### src/rtl/retire_trace_pkg.sv
// retire_trace_pkg: shared widths, stage and trace record types for the retirement trace buffer
package retire_trace_pkg;
    localparam int PC_W     = 16;
    localparam int INSTR_W  = 16;
    localparam int TAG_W    = 7;
    localparam int CYC_W    = 32;
    localparam int DEPTH    = 8;
    localparam int CNT_W    = $clog2(DEPTH) + 1;
    localparam int DROP_MAX = 255;

    typedef struct packed {
        logic               valid;
        logic [TAG_W-1:0]   tag;
        logic [PC_W-1:0]    pc;
        logic [INSTR_W-1:0] instr;
    } stage_rec_t;

    typedef struct packed {
        logic [TAG_W-1:0]   tag;
        logic [PC_W-1:0]    pc;
        logic [INSTR_W-1:0] instr;
        logic [CYC_W-1:0]   cycle;
    } trace_rec_t;
endpackage

### src/rtl/trace_fifo.sv
// trace_fifo: DEPTH-entry FIFO of trace records; a push into a full FIFO succeeds only alongside a pop
module trace_fifo
    import retire_trace_pkg::*;
(
    input  logic             clk,
    input  logic             rst,
    input  logic             push_i,
    input  logic             pop_i,
    input  trace_rec_t       wr_i,
    output trace_rec_t       rd_o,
    output logic             full_o,
    output logic             empty_o,
    output logic [CNT_W-1:0] count_o
);
    localparam int AW = $clog2(DEPTH);

    trace_rec_t       mem_q [DEPTH];
    logic [AW-1:0]    wr_ptr_q, rd_ptr_q;
    logic [CNT_W-1:0] count_q;
    logic             do_push, do_pop;

    assign empty_o = count_q == '0;
    assign full_o  = count_q == CNT_W'(DEPTH);
    assign count_o = count_q;
    assign do_pop  = pop_i & ~empty_o;
    assign do_push = push_i & (~full_o | do_pop);
    assign rd_o    = empty_o ? '0 : mem_q[rd_ptr_q];

    // pointers and occupancy; reset discards every queued record
    always_ff @(posedge clk or posedge rst) begin
        if (rst) begin
            wr_ptr_q <= '0;
            rd_ptr_q <= '0;
            count_q  <= '0;
        end else begin
            wr_ptr_q <= do_push ? wr_ptr_q + AW'(1) : wr_ptr_q;
            rd_ptr_q <= do_pop ? rd_ptr_q + AW'(1) : rd_ptr_q;
            count_q  <= count_q + CNT_W'(do_push) - CNT_W'(do_pop);
        end
    end

    // record storage, left unreset since empty masks stale entries
    always_ff @(posedge clk) begin
        if (do_push) mem_q[wr_ptr_q] <= wr_i;
    end
endmodule

### src/rtl/retire_trace_buffer.sv
// retire_trace_buffer: tags fetched instructions, tracks them IF..WB under stall/flush, queues retirement records
// Optional feature macro RETIRE_TRACE_CYCLE_EN: enables the cycle counter and retirement stamps.
module retire_trace_buffer
    import retire_trace_pkg::*;
(
    input  logic               clk,
    input  logic               rst,
    input  logic [PC_W-1:0]    fetch_pc,
    input  logic [INSTR_W-1:0] fetch_instr,
    input  logic               stall,
    input  logic               flush,
    output logic               trace_valid,
    input  logic               trace_ready,
    output logic [TAG_W-1:0]   trace_tag,
    output logic [PC_W-1:0]    trace_pc,
    output logic [INSTR_W-1:0] trace_instr,
    output logic [CYC_W-1:0]   trace_cycle,
    output logic [CNT_W-1:0]   trace_count,
    output logic               overflow,
    output logic [7:0]         drop_count
);
    stage_rec_t       if_q, id_q, ex_q, mm_q;
    stage_rec_t       if_d, id_d, ex_d;
    logic [TAG_W-1:0] tag_q, tag_d;
    logic [CYC_W-1:0] stamp;
    logic             overflow_q;
    logic [7:0]       drop_q;
    trace_rec_t       wr_rec, rd_rec;
    logic             full, empty, pop, drop;

`ifdef RETIRE_TRACE_CYCLE_EN
    logic [CYC_W-1:0] cyc_q;

    // free-running cycle counter used to stamp retirements
    always_ff @(posedge clk or posedge rst) begin
        if (rst) cyc_q <= '0;
        else cyc_q <= cyc_q + CYC_W'(1);
    end

    assign stamp = cyc_q;
`else
    assign stamp = '0;
`endif

    // stall freezes IF/ID and bubbles EX; flush squashes IF on its way into ID
    always_comb begin
        if_d  = stall ? if_q : stage_rec_t'{valid: 1'b1, tag: tag_q, pc: fetch_pc, instr: fetch_instr};
        id_d  = stall ? id_q : (flush ? '0 : if_q);
        ex_d  = stall ? '0 : id_q;
        tag_d = stall ? tag_q : tag_q + TAG_W'(1);
    end

    // stage registers and tag generator; MEM advances every edge
    always_ff @(posedge clk or posedge rst) begin
        if (rst) begin
            if_q  <= '0;
            id_q  <= '0;
            ex_q  <= '0;
            mm_q  <= '0;
            tag_q <= '0;
        end else begin
            if_q  <= if_d;
            id_q  <= id_d;
            ex_q  <= ex_d;
            mm_q  <= ex_q;
            tag_q <= tag_d;
        end
    end

    assign wr_rec = trace_rec_t'{tag: mm_q.tag, pc: mm_q.pc, instr: mm_q.instr, cycle: stamp};
    assign pop    = trace_ready & ~empty;
    assign drop   = mm_q.valid & full & ~pop;

    trace_fifo u_fifo (
        .clk     (clk),
        .rst     (rst),
        .push_i  (mm_q.valid),
        .pop_i   (trace_ready),
        .wr_i    (wr_rec),
        .rd_o    (rd_rec),
        .full_o  (full),
        .empty_o (empty),
        .count_o (trace_count)
    );

    // sticky overflow flag and saturating drop counter
    always_ff @(posedge clk or posedge rst) begin
        if (rst) begin
            overflow_q <= 1'b0;
            drop_q     <= '0;
        end else if (drop) begin
            overflow_q <= 1'b1;
            drop_q     <= drop_q == 8'(DROP_MAX) ? drop_q : drop_q + 8'd1;
        end
    end

    assign trace_valid = ~empty;
    assign trace_tag   = rd_rec.tag;
    assign trace_pc    = rd_rec.pc;
    assign trace_instr = rd_rec.instr;
    assign trace_cycle = rd_rec.cycle;
    assign overflow    = overflow_q;
    assign drop_count  = drop_q;
endmodule

### config.mk
export PLATFORM = sky130hd
export DESIGN_NAME = retire_trace_buffer
export DESIGN_NICKNAME = d
export VERILOG_FILES = /design/src/rtl/retire_trace_pkg.sv /design/src/rtl/trace_fifo.sv /design/src/rtl/retire_trace_buffer.sv
export SDC_FILE = /design/constraint.sdc
export NUM_CORES = 1
export LEC_CHECK = 0
export ABC_CLOCK_PERIOD_IN_PS = 9450
export CAP_MARGIN = 20
export CORE_UTILIZATION = 40
export CTS_CLUSTER_SIZE = 24
export DETAILED_ROUTE_END_ITERATION = 6
export PLACE_DENSITY = 0.57
export SYNTH_ARGS = -nofsm -noshare
export SYNTH_HDL_FRONTEND = slang
export SYNTH_SLANG_ARGS = --single-unit
### constraint.sdc
create_clock -name clk -period 9.45 [get_ports clk]
set_input_delay 1.4175 -clock clk [delete_from_list [all_inputs] [get_ports clk]]
set_output_delay 1.4175 -clock clk [all_outputs]
set_load 0.05 [all_outputs]
==> flow_metrics.py <==
metrics = {
    "timing": {
        "fin_skew_ns": 0.0166,
        "tightestPinTransition_ns": 1.07,
        "hold_viol_final": 0,
        "period_share_pct": 57.5,
        "maxSlewViolCount": 0,
        "finalCriticalPeriod_ns": 5.43,
        "clock.fmax_mhz": 184,
        "tns_ns": 0,
        "holdWs_ns": 0.331,
        "rsz0062_at_grt": "no",
        "max_slew_margin_pct": 28.7,
        "finalSetupViolations": 0,
    },
    "detailed_routing": {
        "drc": 3,
        "dr.first_iter.drc_count": 556,
        "vias": 9525,
        "routed_wirelength_mm": 36.9,
        "dr.pass1.iters": 6,
        "vias_per_cell": 4.91,
        "wl_per_cell_um": 19.0,
        "final_antenna_net_count": 0,
    },
    "die": {
        "die_y_um": 220,
        "row_count": 79,
        "initial_core_util_pct": 40.7,
        "core_um2": 46900,
        "die-area_um2": 48600,
        "ioPinCount": 122,
        "die_w_um": 220,
    },
    "global_route": {
        "grt_max_degree": 126,
        "grt.overflow.total": 0,
        "grt_pass1_wl_mm": 57.6,
        "antenna_found_initial": 2,
        "grt.total_usage_pct": 15.8,
        "grt_pass1_vias": 9690,
    },
    "run_status": {
        "violations": "design-rule violations",
        "status": "finished, violations left",
    },
    "finish": {
        "final_common_cell": "edfxtp_1",
        "diodes": 0,
        "area_delta_synth_final_pct": 16.3,
        "nets": 1337,
        "drive_above_1_share_pct": 12.8,
        "multi_input_area_um2": 4600,
        "regArea_um2": 14000,
        "final_cell_mix": "edfxtp_1, dfrtp_1, mux2i_1",
        "utilization_pct": 47.4,
        "nFillCells": 4107,
    },
    "logic_synthesis": {
        "synth_seq_area_share_pct": 73.5,
        "avgSynthCellArea_um2": 15.9,
        "synthCells": 1197,
        "synth_cell_types": 41,
        "yosys_warnings": 0,
        "netlist_area_um2": 19100,
        "synth_seq_cells": 498,
    },
    "critical_path": {
        "path_cells": "buf_12, mux2i_1, a22oi_1, and3_1, clkdlybuf4s50_1",
        "critical_path.startpoint": "u_fifo.rd_ptr_q[1]",
        "worstSetupEndpointType": "output port",
        "worstPathArrival_ns": 4.02,
        "crit_slowest_cell": "dfrtp_4",
        "crit_fanout": 125,
        "path_class": "flip-flop to output port",
        "worstPathRequired_ns": 8.03,
        "path_delay_family": "buffers and inverters",
        "timing.rr.start": "u_fifo.count_o[2]",
        "path_buf_inv": 2,
        "cp-start-kind": "flip-flop",
        "slowest_delay_ns": 1.13,
    },
    "place": {
        "hpwl_mm": 18.9,
        "port_buffers": 89,
        "gp_congestion": 0.685,
    },
    "cts": {
        "clockBufferDepth": 3,
        "root_buffer": "clkbuf_16",
        "post_cts_buffers": 0,
        "clk_pin_slew_worst_paths_ns": 0.06,
        "post_cts_resized": 0,
        "cts_hold_buf": 0,
        "cts_tree": "yes",
        "numCtsBuffers": 50,
        "htreeDepth": 2,
        "cts_num_sinks": 498,
        "worstSkewPairLatency_ns": 0.58,
    },
    "min_path": {
        "holdCritPathClass": "flip-flop to flip-flop",
        "hold_path.startpoint": "ex_q[0]",
    },
    "power_and_ir_drop": {
        "vdd_drop_max_v": 0.000221,
        "power_density_nw_per_um2": 316,
        "power.leakage_nw": 8.50,
    },
    "run": {
        "drv_cap": 0,
    },
}
[registers in the layout (all words and copies together), names as in the netlist]
signal	count
u_fifo.count_o	4
if_q	40
drop_count	8
u_fifo.rd_ptr_q	3
overflow	1
mm_q	40
ex_q	40
u_fifo.mem_q	312
tag_q	7
id_q	40
u_fifo.wr_ptr_q	3
[worst reg2reg max path, stage by stage, from the launching register on]
cell      delay [ns]
dfrtp_1         0.36
inv_1           0.09
ha_1            0.21
nand2b_1        0.17
nand3_1         0.09
nand2_1         0.17
inv_2           0.17
nand2_1         0.22
nor2_4          0.74
buf_4           0.51
[power breakdown]
group | switching (mW) | internal [mW]
Sequential | 0.187 | 2.53
Clock | 0.816 | 1.21
Combinational | 1.45 | 0.812
[cells in the mapped netlist, drive strengths merged]
library cell,instances,area share (%)
and3,39,1.3
o31a,1,0.046
and2,2,0.066
xor2,5,0.23
fa,1,0.10
nor2,9,0.19
inv,10,0.20
nand2,46,0.90
nand4,4,0.16
o21bai,1,0.039
and2b,5,0.20
nand2b,41,1.3
a21o,2,0.079
nor2b,77,2.5
a22o,5,0.23
o21ai,36,0.94
a211oi,39,1.8
nor4,1,0.033
a22oi,39,1.5
mux2,45,2.7
nand3,6,0.16
nor4b,1,0.079
a21oi,40,1.0
conb,1,0.020
dfrtp,186,24
nor3,8,0.21
ha,9,0.59
mux2i,118,6.2
xnor2,10,0.46
buf,68,2.6
or2,2,0.079
edfxtp,312,49
clkbuf,28,0.55
[stage by stage]
step / total power [mW] / std cells / setup slack [ns] / cell area [µm²]
after floorplan: 4.36 / 1228 / 2.98 / 19200
after global placement: 5.03 / 1845 / 4.69 / 20500
after CTS: 7.09 / 1938 / 4.08 / 22200
after detailed placement: 5.05 / 1845 / 4.71 / 20500
final: 7.00 / 1938 / 4.02 / 22200
after global routing: 7.33 / 1938 / 3.89 / 22200
[final timing paths]
kind                                  endpoint  slack, ns  cells after the start
setup / recovery               trace_instr[15]       4.02                      5
hold / removal                         mm_q[0]       0.33                      0
setup reg to reg           u_fifo.mem_q[5][28]       6.36                      9
hold reg to reg                        mm_q[0]       0.33                      0
max in group asynchronous   u_fifo.rd_ptr_q[1]       6.49                      3
min in group asynchronous             if_q[28]       1.39                      2
[layout make-up]
cell class,count,area share (%)
sequential,498,63.2
timing repair buffer,106,4.64
clock buffer,71,6.89
clock inverter,22,0.925
multi-input combinational,624,20.7
inverter,10,0.203
tap,607,3.42
[routing by layer]
metal	track usage, %	share of wire, %	vias to the layer above
met3	3.07	4.7	57
met2	24.0	44	183
met5	0	0	-
met1	22.9	49	4760
met4	5.17	2.1	0
li1	-	-	4525
[logic make-up (layout without fill, tap and decap cells)]
logic type	Yosys count	after routing	share of synthesized area, %
XOR/XNOR	15	15	0.688
multiplexers	163	163	8.84
adder cells (fa/ha/maj)	10	10	0.695
buffers and inverters	106	209	3.34
AND/OR/NAND/NOR	241	241	7.22
flip-flops	498	498	73.5
AO/OA/AOI/OAI	163	163	5.72
other	1	32	0.0196
No activity file was read; power rests on OpenSTA's default activity.
==> patch 1 (same settings) <==
The package constant `DROP_MAX` goes from 255 to 127.
--- a/src/rtl/retire_trace_pkg.sv
+++ b/src/rtl/retire_trace_pkg.sv
@@ -6,7 +6,7 @@
     localparam int CYC_W    = 32;
     localparam int DEPTH    = 8;
     localparam int CNT_W    = $clog2(DEPTH) + 1;
-    localparam int DROP_MAX = 255;
+    localparam int DROP_MAX = 127;
 
     typedef struct packed {
         logic               valid;
Check against the original RTL: no difference found for any inputs over 4 cycles, from zero or initial values and one cycle with rst high; that may be too few to reach the edited logic, so the function may still have changed.
==> patch 1 against the original RTL <==
The run still ends with design-rule violations left. Power shrank 1.2%. Design area shrank 0.30%. Fmax grew 3.7%. Area after synthesis shrank 0.20%. Setup slack gained 0.20 ns. Combinational power grew 2%. Sequential cell count is the same. Wire length shrank 0.17%. Critical endpoint is now trace_pc[0]. Largest cell class unchanged. Highest routed layer unchanged.
==> patch 1: results (changes against the original RTL) <==
Placer Congestion -> 0.7111 (was 0.6849)
Leak -> 8.455 nW (was 8.495 nW)
register area share after synthesis -> 73.62% (was 73.48%)
outcome -> complete, but fails checks (unchanged)
VDD IR max -> 0.0001943 V (was 0.0002213 V)
ys flop type -> edfxtp_1 (unchanged)
library cells used by synthesis -> 41 (unchanged)
First DRT Iteration DRCs -> 502 (was 556)
GRT Util Overall -> 15.51% (was 15.83%)
Logic pwr share -> 33.2% (was 32.3%)
post-synthesis compound-gate area fraction -> 5.734% (was 5.717%)
share of cells above drive strength 1 -> 12.19% (was 12.85%)
critical-path maximum fanout -> 159 (was 125)
CTS Buffer Depth -> 3 (unchanged)
# fillers -> 4030 (was 4107)
worst reg2reg endpoint -> u_fifo.mem_q[2][9]$_DFFE_PP_ (was u_fifo.mem_q[5][28]$_DFFE_PP_)
initial antenna violation count -> 0 (was 2)
first-pass GRT wire length -> 56810 µm (was 57630 µm)
postcts setup bufs -> 0 (unchanged)
max incr delay on CP -> 0.84 ns (was 1.13 ns)
largest net degree at the start of global routing -> 160 (was 126)
top post-synthesis cells by area -> edfxtp_1 (49%), dfrtp_1 (24%), mux2i_1 (6.2%) (unchanged)
power share of the clock group -> 28.0% (was 29.0%)
Slew @ Worst Pin -> 1.073 ns (was 1.070 ns)
flop2flop setup slack -> 6.64 ns (was 6.36 ns)
worst-case reg-to-reg path depth -> 8 (was 9)
number of setup violations in the final report -> 0 (unchanged)
HPWL after DPL -> 19530 µm (was 18930 µm)
failing checks -> design-rule violations (unchanged)
vias in the first global route -> 9516 (was 9690)
CP arrival -> 3.82 ns (was 4.02 ns)
DRC viols -> 4 (was 3)
placed inst area -> 0.02046 mm² (about the same)
crit path to -> trace_pc[0] (was trace_instr[15])
net switching power -> 0.002429 W (was 0.002452 W)
Synth Area in Adders -> 0.6963% (was 0.6949%)
Vias -> 9599 (was 9525)
DRT Wirelength -> 36850 µm (was 36910 µm)
Critical Path Slowest Stage Cell -> clkdlybuf4s50_1 (was dfrtp_4)
mux cell area share after synthesis -> 8.861% (was 8.844%)
skew final -> 0.01228 ns (was 0.01661 ns)
synth cell count leaders -> edfxtp_1 (312), dfrtp_1 (186), mux2i_1 (118) (unchanged)
post-synthesis xor/xnor area fraction -> 0.6897% (was 0.6883%)
==> patch 1: cell types whose count changed in the layout (fill, tap and decap cells not counted), sizes merged, moves of 2 or more <==
cell | before | now
inv | 14 | 11
buf | 18 | 20
and2b | 5 | 0
nor2b | 77 | 82
==> patch 1: per-layer routing <==
layer | global-route usage (%) | part of all wire (%)
met5 | 0 | 0
met4 | 5.011 | 1.9
met3 | 2.570 | 3.9
met2 | 24.03 | 46
met1 | 22.29 | 48
==> patch 1: worst min path at each step <==
stage | start | end | slack [ns] | depth (start not counted)
2_1_floorplan | ex_q[0]$_DFF_PP0_ | mm_q[0]$_DFF_PP0_ | 0.33 | 0
3_3_place_gp | ex_q[21]$_DFF_PP0_ | mm_q[21]$_DFF_PP0_ | 0.33 | 0
3_5_place_dp | ex_q[20]$_DFF_PP0_ | mm_q[20]$_DFF_PP0_ | 0.33 | 0
4_1_cts | ex_q[23]$_DFF_PP0_ | mm_q[23]$_DFF_PP0_ | 0.34 | 0
5_1_grt | ex_q[29]$_DFF_PP0_ | mm_q[29]$_DFF_PP0_ | 0.35 | 0
6_report | ex_q[21]$_DFF_PP0_ | mm_q[21]$_DFF_PP0_ | 0.34 | 0
==> patch 1: area by class of cell <==
| type | instances | area share (%) |
|---|---|---|
| clock buffers | 70 | 6.385 |
| clock inverters | 21 | 0.9275 |
| inverters | 9 | 0.1866 |
| multi-input cells | 623 | 20.82 |
| flip-flops and latches | 498 | 63.41 |
| well taps | 607 | 3.433 |
| repair buffers | 108 | 4.841 |
==> patch 1: through the flow <==
step                worst slack (ns)  std cells  util, %  power [W]
floorplan                      2.975       1226        -   0.004344
global placement               4.892       1843    43.77   0.005031
detailed placement             4.874       1843    43.77   0.005057
CTS                            4.247       1934    47.23   0.007003
global route                   4.084       1936    47.32   0.007230
finish                         4.212       1936    47.32   0.006918
==> patch 2 (config.mk and constraints unchanged) <==
Made on the original files. One comparison of `count_q` changes from == to >=.
--- a/src/rtl/trace_fifo.sv
+++ b/src/rtl/trace_fifo.sv
@@ -20,7 +20,7 @@
     logic             do_push, do_pop;
 
     assign empty_o = count_q == '0;
-    assign full_o  = count_q == CNT_W'(DEPTH);
+    assign full_o  = count_q >= CNT_W'(DEPTH);
     assign count_o = count_q;
     assign do_pop  = pop_i & ~empty_o;
     assign do_push = push_i & (~full_o | do_pop);
Behaviour: same outputs for any inputs over 4 cycles, from zero or initial values and one cycle with rst high; that may be too few to reach the edited logic, so the function may still have changed.
==> patch 2 against the original RTL <==
Wire length down 6.8%. Core utilization up 0.19 points. Clock power down 7%. Sequential share of layout area up 1.4 points. Setup slack better by 0.049 ns. Sequential cell count unchanged. Area after synthesis down 2.2%. Power down 5.2%. Global-route usage down 0.86 points. Design area down 2.1%. Critical path type unchanged. Critical endpoint is now trace_pc[4]. Largest power group unchanged.
==> patch 2: results (changes against the original RTL) <==
outcome -> finished, final reports clean (was complete, but fails checks)
TritonCTS clock tree -> done (unchanged)
CTS Buf Count -> 49 (was 50)
flop2flop setup slack -> 6.57 ns (was 6.36 ns)
register area share after synthesis -> 75.13% (was 73.48%)
dpl ws -> 4.534 ns (was 4.707 ns)
DRT Wirelength -> 34400 µm (was 36910 µm)
clock insertion delay at the later pin of the skew report -> 0.58 ns (about the same)
clock transition at the registers of the reported paths -> 0.06 ns (about the same)
critical-path maximum fanout -> 41 (was 125)
library cells used by synthesis -> 35 (was 41)
Seq. cell area -> 0.01403 mm² (about the same)
share of cells above drive strength 1 -> 20.09% (was 12.85%)
vias in the first global route -> 8714 (was 9690)
worst min-delay path startpoint -> ex_q[26]$_DFF_PP0_ (was ex_q[0]$_DFF_PP0_)
HPWL after DPL -> 18420 µm (was 18930 µm)
Vias -> 8468 (was 9525)
Placer Congestion -> 0.6917 (was 0.6849)
clk cell area share -> 7.340% (was 7.810%)
worst reg2reg endpoint -> u_fifo.count_o[3]$_DFF_PP0_ (was u_fifo.mem_q[5][28]$_DFFE_PP_)
layout net count -> 1147 (was 1337)
VDD IR max -> 0.0002194 V (was 0.0002213 V)
area of the multi-input gates -> 0.004298 mm² (was 0.004596 mm²)
top post-synthesis cells by area -> edfxtp_1 (50%), dfrtp_1 (25%), mux4_2 (9.4%) (was edfxtp_1 (49%), dfrtp_1 (24%), mux2i_1 (6.2%))
First DRT Iteration DRCs -> 466 (was 556)
skew final -> 0.02158 ns (was 0.01661 ns)
first-pass GRT wire length -> 53160 µm (was 57630 µm)
relative slew slack -> 39.63% (was 28.70%)
max incr delay on CP -> 0.97 ns (was 1.13 ns)
Data buffer area share -> 4.609% (was 4.635%)
hold path endpoint -> mm_q[26]$_DFF_PP0_ (was mm_q[0]$_DFF_PP0_)
initial antenna violation count -> 1 (was 2)
Int Pwr -> 0.004448 W (was 0.004552 W)
GRT Util Overall -> 14.97% (was 15.83%)
Leak -> 8.123 nW (was 8.495 nW)
Detailed Routing Iterations Pass 1 -> 5 (was 6)
RR Startpoint -> u_fifo.count_o[1]$_DFF_PP0_ (was u_fifo.count_o[2]$_DFF_PP0_)
multi-input gates -> 437 (was 624)
# fillers -> 3841 (was 4107)
## patch 2: power groups by stage
stage	Combinational [W]	Clock, W	Sequential [W]
3_5_place_dp	0.00208	0	0.00277
6_report	0.00203	0.00189	0.00272
5_1_grt	0.00215	0.00204	0.00275
2_1_floorplan	0.00152	0	0.00271
4_1_cts	0.00208	0.00195	0.00272
3_3_place_gp	0.00207	0	0.00276
## patch 2: logic make-up (layout without fill, tap and decap cells)
logic type               count (synthesis)  after routing  share of synthesized area (%)
flip-flops                             498            498                          75.13
AND/OR/NAND/NOR                        170            170                          4.572
multiplexers                           163            163                          14.27
buffers and inverters                   91            205                          2.768
AO/OA/AOI/OAI                           46             46                          1.776
XOR/XNOR                                16             16                         0.7507
adder cells (fa/ha/maj)                 10             10                         0.7106
other                                    1             32                        0.02009
## patch 2: per-stage QoR
step | std cells | util [%] | power (W) | instance area (µm²) | hold WS, ns
floorplan | 1026 | - | 0.004227 | 18780 | 0.3312
global route | 1740 | 47.55 | 0.006941 | 21720 | 0.3354
detailed placement | 1649 | 44.06 | 0.004844 | 20120 | 0.3347
CTS | 1740 | 47.55 | 0.006754 | 21720 | 0.3329
finish | 1740 | 47.55 | 0.006639 | 21720 | 0.3257
global placement | 1649 | 44.06 | 0.004826 | 20120 | 0.3316
## patch 2: how the worst max path moves through the flow
stage	endpoint	depth (start not counted)	slack, ns	startpoint
6_report	trace_pc[4]	5	4.06	u_fifo.rd_ptr_q[0]$_DFFE_PP0P_
3_5_place_dp	trace_pc[4]	5	4.53	u_fifo.rd_ptr_q[0]$_DFFE_PP0P_
3_3_place_gp	trace_pc[2]	5	4.52	u_fifo.rd_ptr_q[0]$_DFFE_PP0P_
5_1_grt	trace_pc[4]	5	3.73	u_fifo.rd_ptr_q[0]$_DFFE_PP0P_
2_1_floorplan	drop_count[0]$_DFFE_PP0P_	1	2.98	rst
4_1_cts	trace_pc[4]	5	3.90	u_fifo.rd_ptr_q[0]$_DFFE_PP0P_
## patch 2: per-layer routing
metal	track usage (%)	vias to the layer above	wire length (µm)
met3	2.273	46	1572
met1	22.34	4344	16240
met5	0	-	0
met4	4.942	0	643
li1	-	3897	-
met2	22.49	181	15950
## patch 2: worst reg2reg max path: cells and delay by family, from the launching register on
| family | cells | cell delay [ns] |
|---|---|---|
| AND/OR/NAND/NOR | 4 | 0.87 |
| buffers and inverters | 2 | 0.76 |
| flip-flops | 1 | 0.45 |
| AO/OA/AOI/OAI | 2 | 0.37 |
| adder cells (fa/ha/maj) | 1 | 0.21 |
| XOR/XNOR | 1 | 0.16 |
